==> config.mk <==
export PLATFORM = sky130hd
export DESIGN_NAME = imem_boot_sequencer
export DESIGN_NICKNAME = d
export VERILOG_FILES = /design/src/rtl/imem_boot_sequencer.sv
export SDC_FILE = /design/constraint.sdc
export NUM_CORES = 1
export LEC_CHECK = 0
export BUFFER_PORTS_ARGS = -buffer_cell sky130_fd_sc_hd__buf_4
export CORE_UTILIZATION = 44
export DETAILED_ROUTE_END_ITERATION = 16
export MAX_ROUTING_LAYER = met4
export PLACE_DENSITY = 0.75
export SYNTH_ARGS = -nofsm -noshare
export SYNTH_HDL_FRONTEND = slang
export SYNTH_SLANG_ARGS = --single-unit
==> constraint.sdc <==
create_clock -name clk -period 2.6 [get_ports clk]
set_input_delay 0.39 -clock clk [delete_from_list [all_inputs] [get_ports clk]]
set_output_delay 0.39 -clock clk [all_outputs]
set_load 0.03 [all_outputs]
==> src/rtl/imem_boot_sequencer.sv <==
// Loads a host word stream into instruction memory, then releases the CPU via nclear.
// Optional checksum word after the image: define IMEM_BOOT_CHECKSUM_EN.
module imem_boot_sequencer #(
   parameter int ADDR_W = 5,
   parameter int DEPTH  = 32,
   parameter int DATA_W = 32
) (
   input  logic              clk,
   input  logic              nRST,
   input  logic              start,
   input  logic [ADDR_W:0]   load_len,
   input  logic [ADDR_W-1:0] base_addr,
   input  logic              s_valid,
   input  logic [DATA_W-1:0] s_data,
   output logic              s_ready,
   output logic              InsWrEN,
   output logic [ADDR_W-1:0] InsWrAddr,
   output logic [DATA_W-1:0] InsDataIn,
   output logic              nclear,
   output logic              busy,
   output logic              done,
   output logic              err
);

   localparam logic [ADDR_W:0] LEN_MAX = (ADDR_W+1)'(DEPTH);

   typedef enum logic [2:0] {
      S_IDLE  = 3'd0,
      S_LOAD  = 3'd1,
`ifdef IMEM_BOOT_CHECKSUM_EN
      S_CHK   = 3'd2,
`endif
      S_DRAIN = 3'd3,
      S_RUN   = 3'd4
   } state_t;

   state_t              state_q, state_d;
   logic [ADDR_W-1:0]   wr_ptr_q, wr_ptr_d;
   logic [ADDR_W:0]     rem_q, rem_d;
   logic                wen_q, wen_d;
   logic [ADDR_W-1:0]   waddr_q, waddr_d;
   logic [DATA_W-1:0]   wdata_q, wdata_d;
   logic                done_q, done_d;
   logic                err_q, err_d;
`ifdef IMEM_BOOT_CHECKSUM_EN
   logic [DATA_W-1:0]   sum_q, sum_d;
`endif

   logic accept;
   logic len_ok;

   assign len_ok = (load_len != '0) && (load_len <= LEN_MAX);
   assign accept = s_valid && s_ready;

   always_comb begin
      state_d  = state_q;
      wr_ptr_d = wr_ptr_q;
      rem_d    = rem_q;
      wen_d    = 1'b0;
      waddr_d  = waddr_q;
      wdata_d  = wdata_q;
      done_d   = done_q;
      err_d    = err_q;
`ifdef IMEM_BOOT_CHECKSUM_EN
      sum_d    = sum_q;
`endif
      case (state_q)
         S_IDLE, S_RUN: begin
            if (start) begin
               if (len_ok) begin
                  state_d  = S_LOAD;
                  wr_ptr_d = base_addr;
                  rem_d    = load_len;
                  err_d    = 1'b0;
                  done_d   = 1'b0;
`ifdef IMEM_BOOT_CHECKSUM_EN
                  sum_d    = '0;
`endif
               end else begin
                  err_d = 1'b1;
               end
            end
         end
         S_LOAD: begin
            if (accept) begin
               wen_d    = 1'b1;
               waddr_d  = wr_ptr_q;
               wdata_d  = s_data;
               // DEPTH == 2**ADDR_W, so natural overflow wraps the pointer.
               wr_ptr_d = wr_ptr_q + 1'b1;
               rem_d    = rem_q - 1'b1;
`ifdef IMEM_BOOT_CHECKSUM_EN
               sum_d    = sum_q + s_data;
               if (rem_q == 1) state_d = S_CHK;
`else
               if (rem_q == 1) state_d = S_DRAIN;
`endif
            end
         end
`ifdef IMEM_BOOT_CHECKSUM_EN
         S_CHK: begin
            if (accept) begin
               if (s_data == sum_q) begin
                  state_d = S_DRAIN;
               end else begin
                  state_d = S_IDLE;
                  err_d   = 1'b1;
               end
            end
         end
`endif
         S_DRAIN: begin
            state_d = S_RUN;
            done_d  = 1'b1;
         end
         default: state_d = S_IDLE;
      endcase
   end

   always_ff @(posedge clk or negedge nRST) begin
      if (!nRST) begin
         state_q  <= S_IDLE;
         wr_ptr_q <= '0;
         rem_q    <= '0;
         wen_q    <= 1'b0;
         waddr_q  <= '0;
         wdata_q  <= '0;
         done_q   <= 1'b0;
         err_q    <= 1'b0;
`ifdef IMEM_BOOT_CHECKSUM_EN
         sum_q    <= '0;
`endif
      end else begin
         state_q  <= state_d;
         wr_ptr_q <= wr_ptr_d;
         rem_q    <= rem_d;
         wen_q    <= wen_d;
         waddr_q  <= waddr_d;
         wdata_q  <= wdata_d;
         done_q   <= done_d;
         err_q    <= err_d;
`ifdef IMEM_BOOT_CHECKSUM_EN
         sum_q    <= sum_d;
`endif
      end
   end

`ifdef IMEM_BOOT_CHECKSUM_EN
   assign s_ready = (state_q == S_LOAD) || (state_q == S_CHK);
   assign busy    = (state_q == S_LOAD) || (state_q == S_CHK) || (state_q == S_DRAIN);
`else
   assign s_ready = (state_q == S_LOAD);
   assign busy    = (state_q == S_LOAD) || (state_q == S_DRAIN);
`endif
   assign nclear    = (state_q == S_RUN);
   assign InsWrEN   = wen_q;
   assign InsWrAddr = waddr_q;
   assign InsDataIn = wdata_q;
   assign done      = done_q;
   assign err       = err_q;

endmodule

=== Word-level counts from Yosys, hierarchy flattened ===
Cells that the tools add are included.

* Add/sub/neg operators: 2
* Order comparisons: 1
* Equal/unequal tests: 8
* Mux-type cells: 19
* Reduce and logical (&&, ||, !) cells: 13

{| class="wikitable"
|+ Operators by type and width
! cell !! number
|-
| 2-to-1 mux 6 bit || 3
|-
| 2-to-1 mux 5 bit || 3
|-
| 2-to-1 mux 3 bit || 4
|-
| one-hot mux 6 bit (2 select lines) || 1
|-
| one-hot mux 5 bit (2 select lines) || 1
|-
| one-hot mux 3 bit (3 select lines) || 1
|-
| AND reduction 4 bit || 2
|-
| == test 6 x 1 -> 1 bit (second input constant) || 1
|-
| <= comparator 6 bit (second input constant) || 1
|-
| nonzero test 6 bit || 1
|-
| subtractor 6 x 1 -> 6 bit (second input constant) || 1
|-
| adder 5 x 1 -> 5 bit (second input constant) || 1
|-
| 2-to-1 mux 1 bit || 5
|-
| != test 2 x 1 -> 1 bit (second input constant) || 2
|-
| != test 2 bit (second input constant) || 2
|-
| AND reduction 2 bit || 2
|-
| nonzero test 2 bit || 2
|-
| == test 3 x 1 -> 1 bit (second input constant) || 1
|-
| == test 3 x 2 -> 1 bit (second input constant) || 1
|-
| == test 3 bit (second input constant) || 1
|-
| logical NOT 3 bit || 1
|-
| AND reduction 3 bit || 1
|-
| logical AND 1 bit || 2
|-
| one-hot mux 1 bit (2 select lines) || 1
|-
| 2 further kinds || 2
|}

* Register bits after elaboration: 54
* Input port bits: 47
* Output and inout port bits: 43
* Word-level logic and storage cells: 51

=== Depth between registers and ports, before layout ===
Gate-level depths: netlist of the first run.

* Word-level depth: 5
* Gate-level depth with buffers: 8
* Gate-level depth less buffers: 8

=== Worst setup path before layout of the first run ===
OpenSTA, ideal clock, no wires.

* Path type: input to register
* From: input load_len[3]
* To: register rem_q[1]
* Setup time: 125 ps
* Data arrival time: 2014 ps
* Required time: 2475 ps
* Path slack: 461 ps
* Cell stages on the path: 6
* Path buffers: 1
* Path through: or4_4 or3_4 nand3_4 nor2b_4 buf_6 mux2_4

* Cells in the longest elaborated chain, start to end: 4
* Elaborated cells on any way between the ends: 5
* Those cells by class: order compare (1); eq/ne (1); reduce/logical (3)

{| class="wikitable"
|+ RTL lines
! item !! RTL line !! source
|-
| start: declaration || 11 || <nowiki>input logic [ADDR_W:0] load_len,</nowiki>
|-
| <= comparator 6 bit or nonzero test 6 bit (tied branches) || 52 || <nowiki>assign len_ok = (load_len != '0) && (load_len <= LEN_MAX);</nowiki>
|-
| logical AND 1 bit (*) || 52 ||
|-
| != test 2 bit (no line) (*) || n/a ||
|-
| AND reduction 4 bit (no line) (*) || n/a ||
|-
| end signal: assignment || 136 || <nowiki>rem_q <= rem_d;</nowiki>
|-
| end: declaration || 39 || <nowiki>logic [ADDR_W:0] rem_q, rem_d;</nowiki>
|}

Every way passes the cells marked *; elsewhere a longest branch is shown, timed or not.
A chain may end at the register's enable or synchronous reset.

=== Worst setup path in the final report of the first run ===
* From: register state_q[0]
* To: output s_ready

* Cells in the longest elaborated chain, start to end: 1

{| class="wikitable"
|+ RTL lines
! item !! RTL line !! source
|-
| start: declaration || 37 || <nowiki>state_t state_q, state_d;</nowiki>
|-
| start signal: assignment || 134 || <nowiki>state_q <= state_d;</nowiki>
|-
| == test 3 x 1 -> 1 bit || 152 || <nowiki>assign s_ready = (state_q == S_LOAD);</nowiki>
|-
| end: declaration || 15 || <nowiki>output logic s_ready,</nowiki>
|}

Every way passes these cells.

==> results of run 1 <==
## per-stage QoR
stage	hold WS, ns	total power, mW
CTS	0.141	3.79
floorplan	0.0944	2.66
global route	0.175	4.00
global placement	0.471	3.30
finish	0.119	3.77
detailed placement	0.473	3.35
## registers in the layout, summed over array words and instances, names as in the netlist
name       cells
InsDataIn     32
rem_q          6
InsWrAddr      5
wr_ptr_q       5
state_q        3
InsWrEN        1
done           1
err            1
## worst min-delay path by stage
stage	startpoint	end	slack, ns	depth (start not counted)
finish	nRST	InsDataIn[11]	0.12	1
global route	nRST	InsDataIn[11]	0.17	1
CTS	nRST	InsDataIn[22]	0.14	1
detailed placement	nRST	InsDataIn[11]	0.47	1
global placement	nRST	InsDataIn[11]	0.47	1
floorplan	nRST	InsDataIn[0]	0.09	0
## kinds of logic after synthesis
logic type | synth area share [%]
adders and majority gates | 1.58
AOI/OAI and AO/OA | 8.93
DFF | 57.1
muxes | 18.7
buffers and inverters | 2.43
and+or+nand+nor | 10.9
xor gates and xnor gates | 0.370
## power breakdown
part,leakage [nW],internal [mW],switching (mW)
sequential,0.634,1.17,0.226
clock,0.0373,0.185,0.259
combinational,0.825,0.834,1.09
## worst max-delay path: stages, from the launching register on
cell,delay (ns)
dfrtp_1,0.47
nand2b_1,0.24
inv_1,0.21
nand2b_1,0.09
inv_1,0.30
buf_4,0.24
## layer usage
layer / wire length [µm] / global-route usage (%) / share of wire, % / vias up
met5: 0 / - / 0 / -
met4: 30 / 6.17 / 0.60 / 0
met3: 273 / 3.57 / 5.4 / 4
met2: 2680 / 32.0 / 53 / 59
met1: 2040 / 20.6 / 41 / 893
li1: - / - / - / 866
## cells in the final DEF (no fill, tap or decap), drive strengths merged
master	n
nand3b	1
buf	93
nand4	1
or4	1
and2	1
clkbuf	6
a31oi	3
or3	1
clkinvlp	1
xnor2	1
nand2b	2
a21oi	16
a22o	4
o21ai	5
o31ai	3
nor2	17
nor2b	2
nand3	7
nand2	14
nor3	2
dfrtp	54
o211ai	1
and4b	1
inv	4
ha	3
a311oi	1
mux2	39
a2bb2oi	1
## final cells by class
cell class | count | area, µm²
Clock inverter | 1 | 7.51
Fill cell | 447 | 1940
Timing Repair Buffer | 93 | 698
Inverter | 4 | 15.0
Sequential cell | 54 | 1350
Clock buffer | 6 | 72.6
Multi-Input combinational cell | 127 | 967
Tap cell | 70 | 87.6
==> reports/metrics.yaml, run 1 <==
die_width_um: 75.4
dieArea_um2: 5680
synth_top_area_cell: "dfrtp_1"
antenna_found_initial: 0
ios: 90
rows: 26
grt_usage_pct: 18.2
final_layout_size_suffix_gt1_share_pct: 50.5
fin_cells: 355
endpoint_kind: "primary output"
p_leak_nw: 1.50
core_um2: 5140
period_needed_ns: 2.23
powerDensity_nw_per_um2: 1180
first_global_vias: 1692
synth_most_common_cell: "dfrtp_1"
synthFlopType: "dfrtp_1"
cts_sinks: 54
ir_drop_mv: 0.397
setup-tns-final_ns: 0
worstPathRequired_ns: 2.21
drtIter0Drc: 89
netlist_area_um2: 2370
insertion_delay_ns: 0.30
worstReg2RegStart: "state_q[0]"
setup_viol: 0
r2r_slack_ns: 0.49
async_flop_share_pct: 100
reg2reg_to: "InsDataIn[4]"
vias: 1822
cts_tree: "built"
slew_headroom_pct: 55.6
cp_max_fo: 13
cap_violations: 0
drc: 0
hold_viol: 0
fin_crit_sh_pct: 85.8
netlist.area_leader.share_pct: 57.1
synth-seq-area-share_pct: 57.1
grt_pass1_wl_um: 7500
synthTopCellsByCount: "54 x dfrtp_1, 38 x mux2_2, 17 x nor2_1"
cts_setup_buffers: 0
placed_area_um2: 3120
worst_pin_slew_ns: 0.667
critPathLaunchType: "register"
clkSlewWorstSetupHoldPaths_ns: 0.09
synth-edff-count: 0
ctsLongestPathBuffers: 2
grt_max_degree: 55
fin_nets: 335
vias_per_cell: 5.13
ys_ff_latch: 54
area_growth_pct: 35.1
criticalPathCategory: "reg -> out"
finalMaxSlewViolations: 0
drt_pass1_iterations: 4
rsz0062_at_grt: "false"
root_buffer: "clkbuf_8"
reg2reg_depth: 6
setup_ws_ns: 0.369
wl_per_cell_um: 14.1
cts-buffers-inserted: 5
crit_arrival_ns: 1.84
placedCellCount: 348
post-place-ws_ns: 0.303
antennaDiodeCount: 0
start_util_pct: 46.1
ant_nets: 0
fin_area_um2: 3200
synth_cells: 193
status: "complete, no violations"
synth_cell_types: 31
cts_resized: 0
finalClockSkew_ns: 0.00443
post-dp-hpwl_um: 3630
hp-class: "in -> async"
cts-htree-levels: 2
synthesis.nets: 243
avgSynthCellArea_um2: 12.3
finish.utilization_pct: 62.2
crit_path_start: "state_q[0]"
synth_area_leaders: "dfrtp_1 57%, mux2_2 18%, a21oi_1 3.4%, nor2_1 2.7%, nand2_1 2.2%"
endpoint: "s_ready"
wirelength_um: 5020
yosys_warnings: 0
portBuffers: 89
grt_overflow_total: 0
fmax_ghz: 0.448
postCtsHoldBufs: 0
place.gp.congestion: 0.846
fp.dieH_um: 75.4
(Power assumes the default switching activity.)
==> inputs of run 2 (changes only) <==
--- a/config.mk
+++ b/config.mk
@@ -7,4 +7,5 @@
 export LEC_CHECK = 0
 export BUFFER_PORTS_ARGS = -buffer_cell sky130_fd_sc_hd__buf_4
+export CORE_MARGIN = 2
 export CORE_UTILIZATION = 44
 export DETAILED_ROUTE_END_ITERATION = 16
==> constraint.sdc (replaced) <==
create_clock -name clk -period 2.6 [get_ports clk]
set_input_delay 0.26 -clock clk [delete_from_list [all_inputs] [get_ports clk]]
set_output_delay 0.26 -clock clk [all_outputs]
set_load 0.03 [all_outputs]
==> reports/metrics.yaml, run 2 (synthesis results as in run 1) <==
rows: 26  # unchanged
critPathLaunchType: "register"  # unchanged
cts_resized: 0  # unchanged
finalMaxSlewViolations: 0  # unchanged
drt_pass1_iterations: 4  # unchanged
insertion_delay_ns: 0.30  # about the same
clkSlewWorstSetupHoldPaths_ns: 0.09  # about the same
mostFrequentLayoutCell: "buf_4"  # unchanged
ctsLongestPathBuffers: 2  # unchanged
setup-tns-final_ns: 0  # unchanged
antennaDiodeCount: 0  # unchanged
setup_viol: 0  # unchanged
violations: "negative hold slack"
fp.dieH_um: 77.4  # was 75.4 µm
hold_viol: 36  # was 0
final_layout_size_suffix_gt1_share_pct: 50.7  # was 50.5%
fin_nets: 334  # was 335
postCtsHoldBufs: 0  # unchanged
endpoint_kind: "primary output"  # unchanged
cts_tree: "built"  # unchanged
drtIter0Drc: 83  # was 89
grt_pass1_wl_um: 8740  # was 7500 µm
cts_setup_buffers: 0  # unchanged
vias_per_cell: 5.08  # was 5.13
vias: 1797  # was 1822
placed_area_um2: 3120  # about the same
wirelength_um: 5270  # was 5020 µm
p_leak_nw: 1.52  # was 1.50 nW
fin_cells: 354  # was 355
cts-htree-levels: 2  # unchanged
portBuffers: 89  # unchanged
area_growth_pct: 36.7  # was 35.1%
ios: 90  # unchanged
powerDensity_nw_per_um2: 1210  # was 1180 nW/µm²
cap_violations: 0  # unchanged
core_um2: 5140  # unchanged
placedCellCount: 347  # was 348
slew_headroom_pct: 55.6  # about the same
cts-buffers-inserted: 5  # unchanged
status: "complete, but fails checks"  # was complete, no violations
largest_register_ffs: 32  # unchanged
root_buffer: "clkbuf_8"  # unchanged
worst_pin_slew_ns: 0.666  # was 0.667 ns
start_util_pct: 46.1  # unchanged
period_needed_ns: 2.10  # was 2.23 ns
hold_ws_ns: -0.0135  # was 0.119 ns
cts_sinks: 54  # unchanged
worstPathRequired_ns: 2.34  # was 2.21 ns
first_global_vias: 1764  # was 1692
dieArea_um2: 5990  # was 5680 µm²
die_width_um: 77.4  # was 75.4 µm
hp-class: "in -> async"  # unchanged
cp_max_fo: 13  # unchanged
ant_nets: 0  # unchanged
grt_max_degree: 55  # unchanged
criticalPathCategory: "reg -> out"  # unchanged
antenna_found_initial: 0  # unchanged
fillerInstances: 439  # was 447
ir_drop_mv: 0.483  # was 0.397 mV
post-dp-hpwl_um: 3800  # was 3630 µm
crit_arrival_ns: 1.84  # about the same
grt_overflow_total: 0  # unchanged
fmax_ghz: 0.476  # was 0.448 GHz
place.gp.congestion: 0.827  # was 0.846
wl_per_cell_um: 14.9  # was 14.1 µm
fin_area_um2: 3240  # was 3200 µm²
finalClockSkew_ns: 0.00738  # was 0.00443 ns
fin_crit_sh_pct: 80.8  # was 85.8%
drc: 0  # unchanged
mostFrequentLayoutCells: "91 x buf_4, 54 x dfrtp_1, 38 x mux2_2"  # was 93 x buf_4, 54 x dfrtp_1, 38 x mux2_2
rsz0062_at_grt: "false"  # unchanged
grt_usage_pct: 18.9  # was 18.2%
-- run 2: layout make-up --
type | count | area (µm²) | share of cell area (%)
Sequential cell | 54 | 1350 | 41.7
Multi-Input combinational cell | 127 | 967 | 29.9
Timing Repair Buffer | 92 | 703 | 21.7
Tap cell | 70 | 87.6 | 2.71
Clock buffer | 6 | 82.6 | 2.55
Clock inverter | 1 | 30.0 | 0.928
Inverter | 4 | 15.0 | 0.464
-- run 2: worst paths after layout --
kind / start / endpoint / slack (ns) / cells past startpoint
max: state_q[0] / s_ready / 0.50 / 5
min: nRST / InsDataIn[7] / -0.01 / 1
max reg2reg: state_q[0] / InsDataIn[0] / 0.56 / 6
min reg2reg: InsDataIn[23] / InsDataIn[23] / 0.51 / 1
max in group asynchronous: nRST / InsDataIn[19] / 2.18 / 1
min in group clk: start / done / 0.18 / 2
-- run 2: power by group --
part,total (mW),switching [mW],internal [mW],leakage (nW)
Combinational,1.94,1.09,0.842,0.825
Clock,0.572,0.264,0.308,0.0573
Sequential,1.40,0.226,1.17,0.634
Total,3.91,1.58,2.32,1.52
-- run 2: worst max-delay path, stage by stage, from the launching register on --
cell and delay [ns]:
dfrtp_1 0.46, nand2b_1 0.24, inv_1 0.21, nand2b_1 0.09, inv_1 0.31, buf_4 0.24
-- run 2: through the flow --
stage                     util (%)  setup slack [ns]  power [mW]
final                         63.0             0.500        3.91
after global routing          63.0             0.339        4.16
after CTS                     63.0             0.481        3.94
after detailed placement      60.8             0.381        3.37
after global placement        60.8             0.428        3.31
after floorplan                  -             0.501        2.66
-- run 2: routing by layer --
metal	GRT usage, %	vias up	wire length, µm
met4	5.71	0	78
met2	30.4	61	2700
met1	24.1	864	2230
li1	-	863	-
met5	-	-	0
met3	4.19	9	260
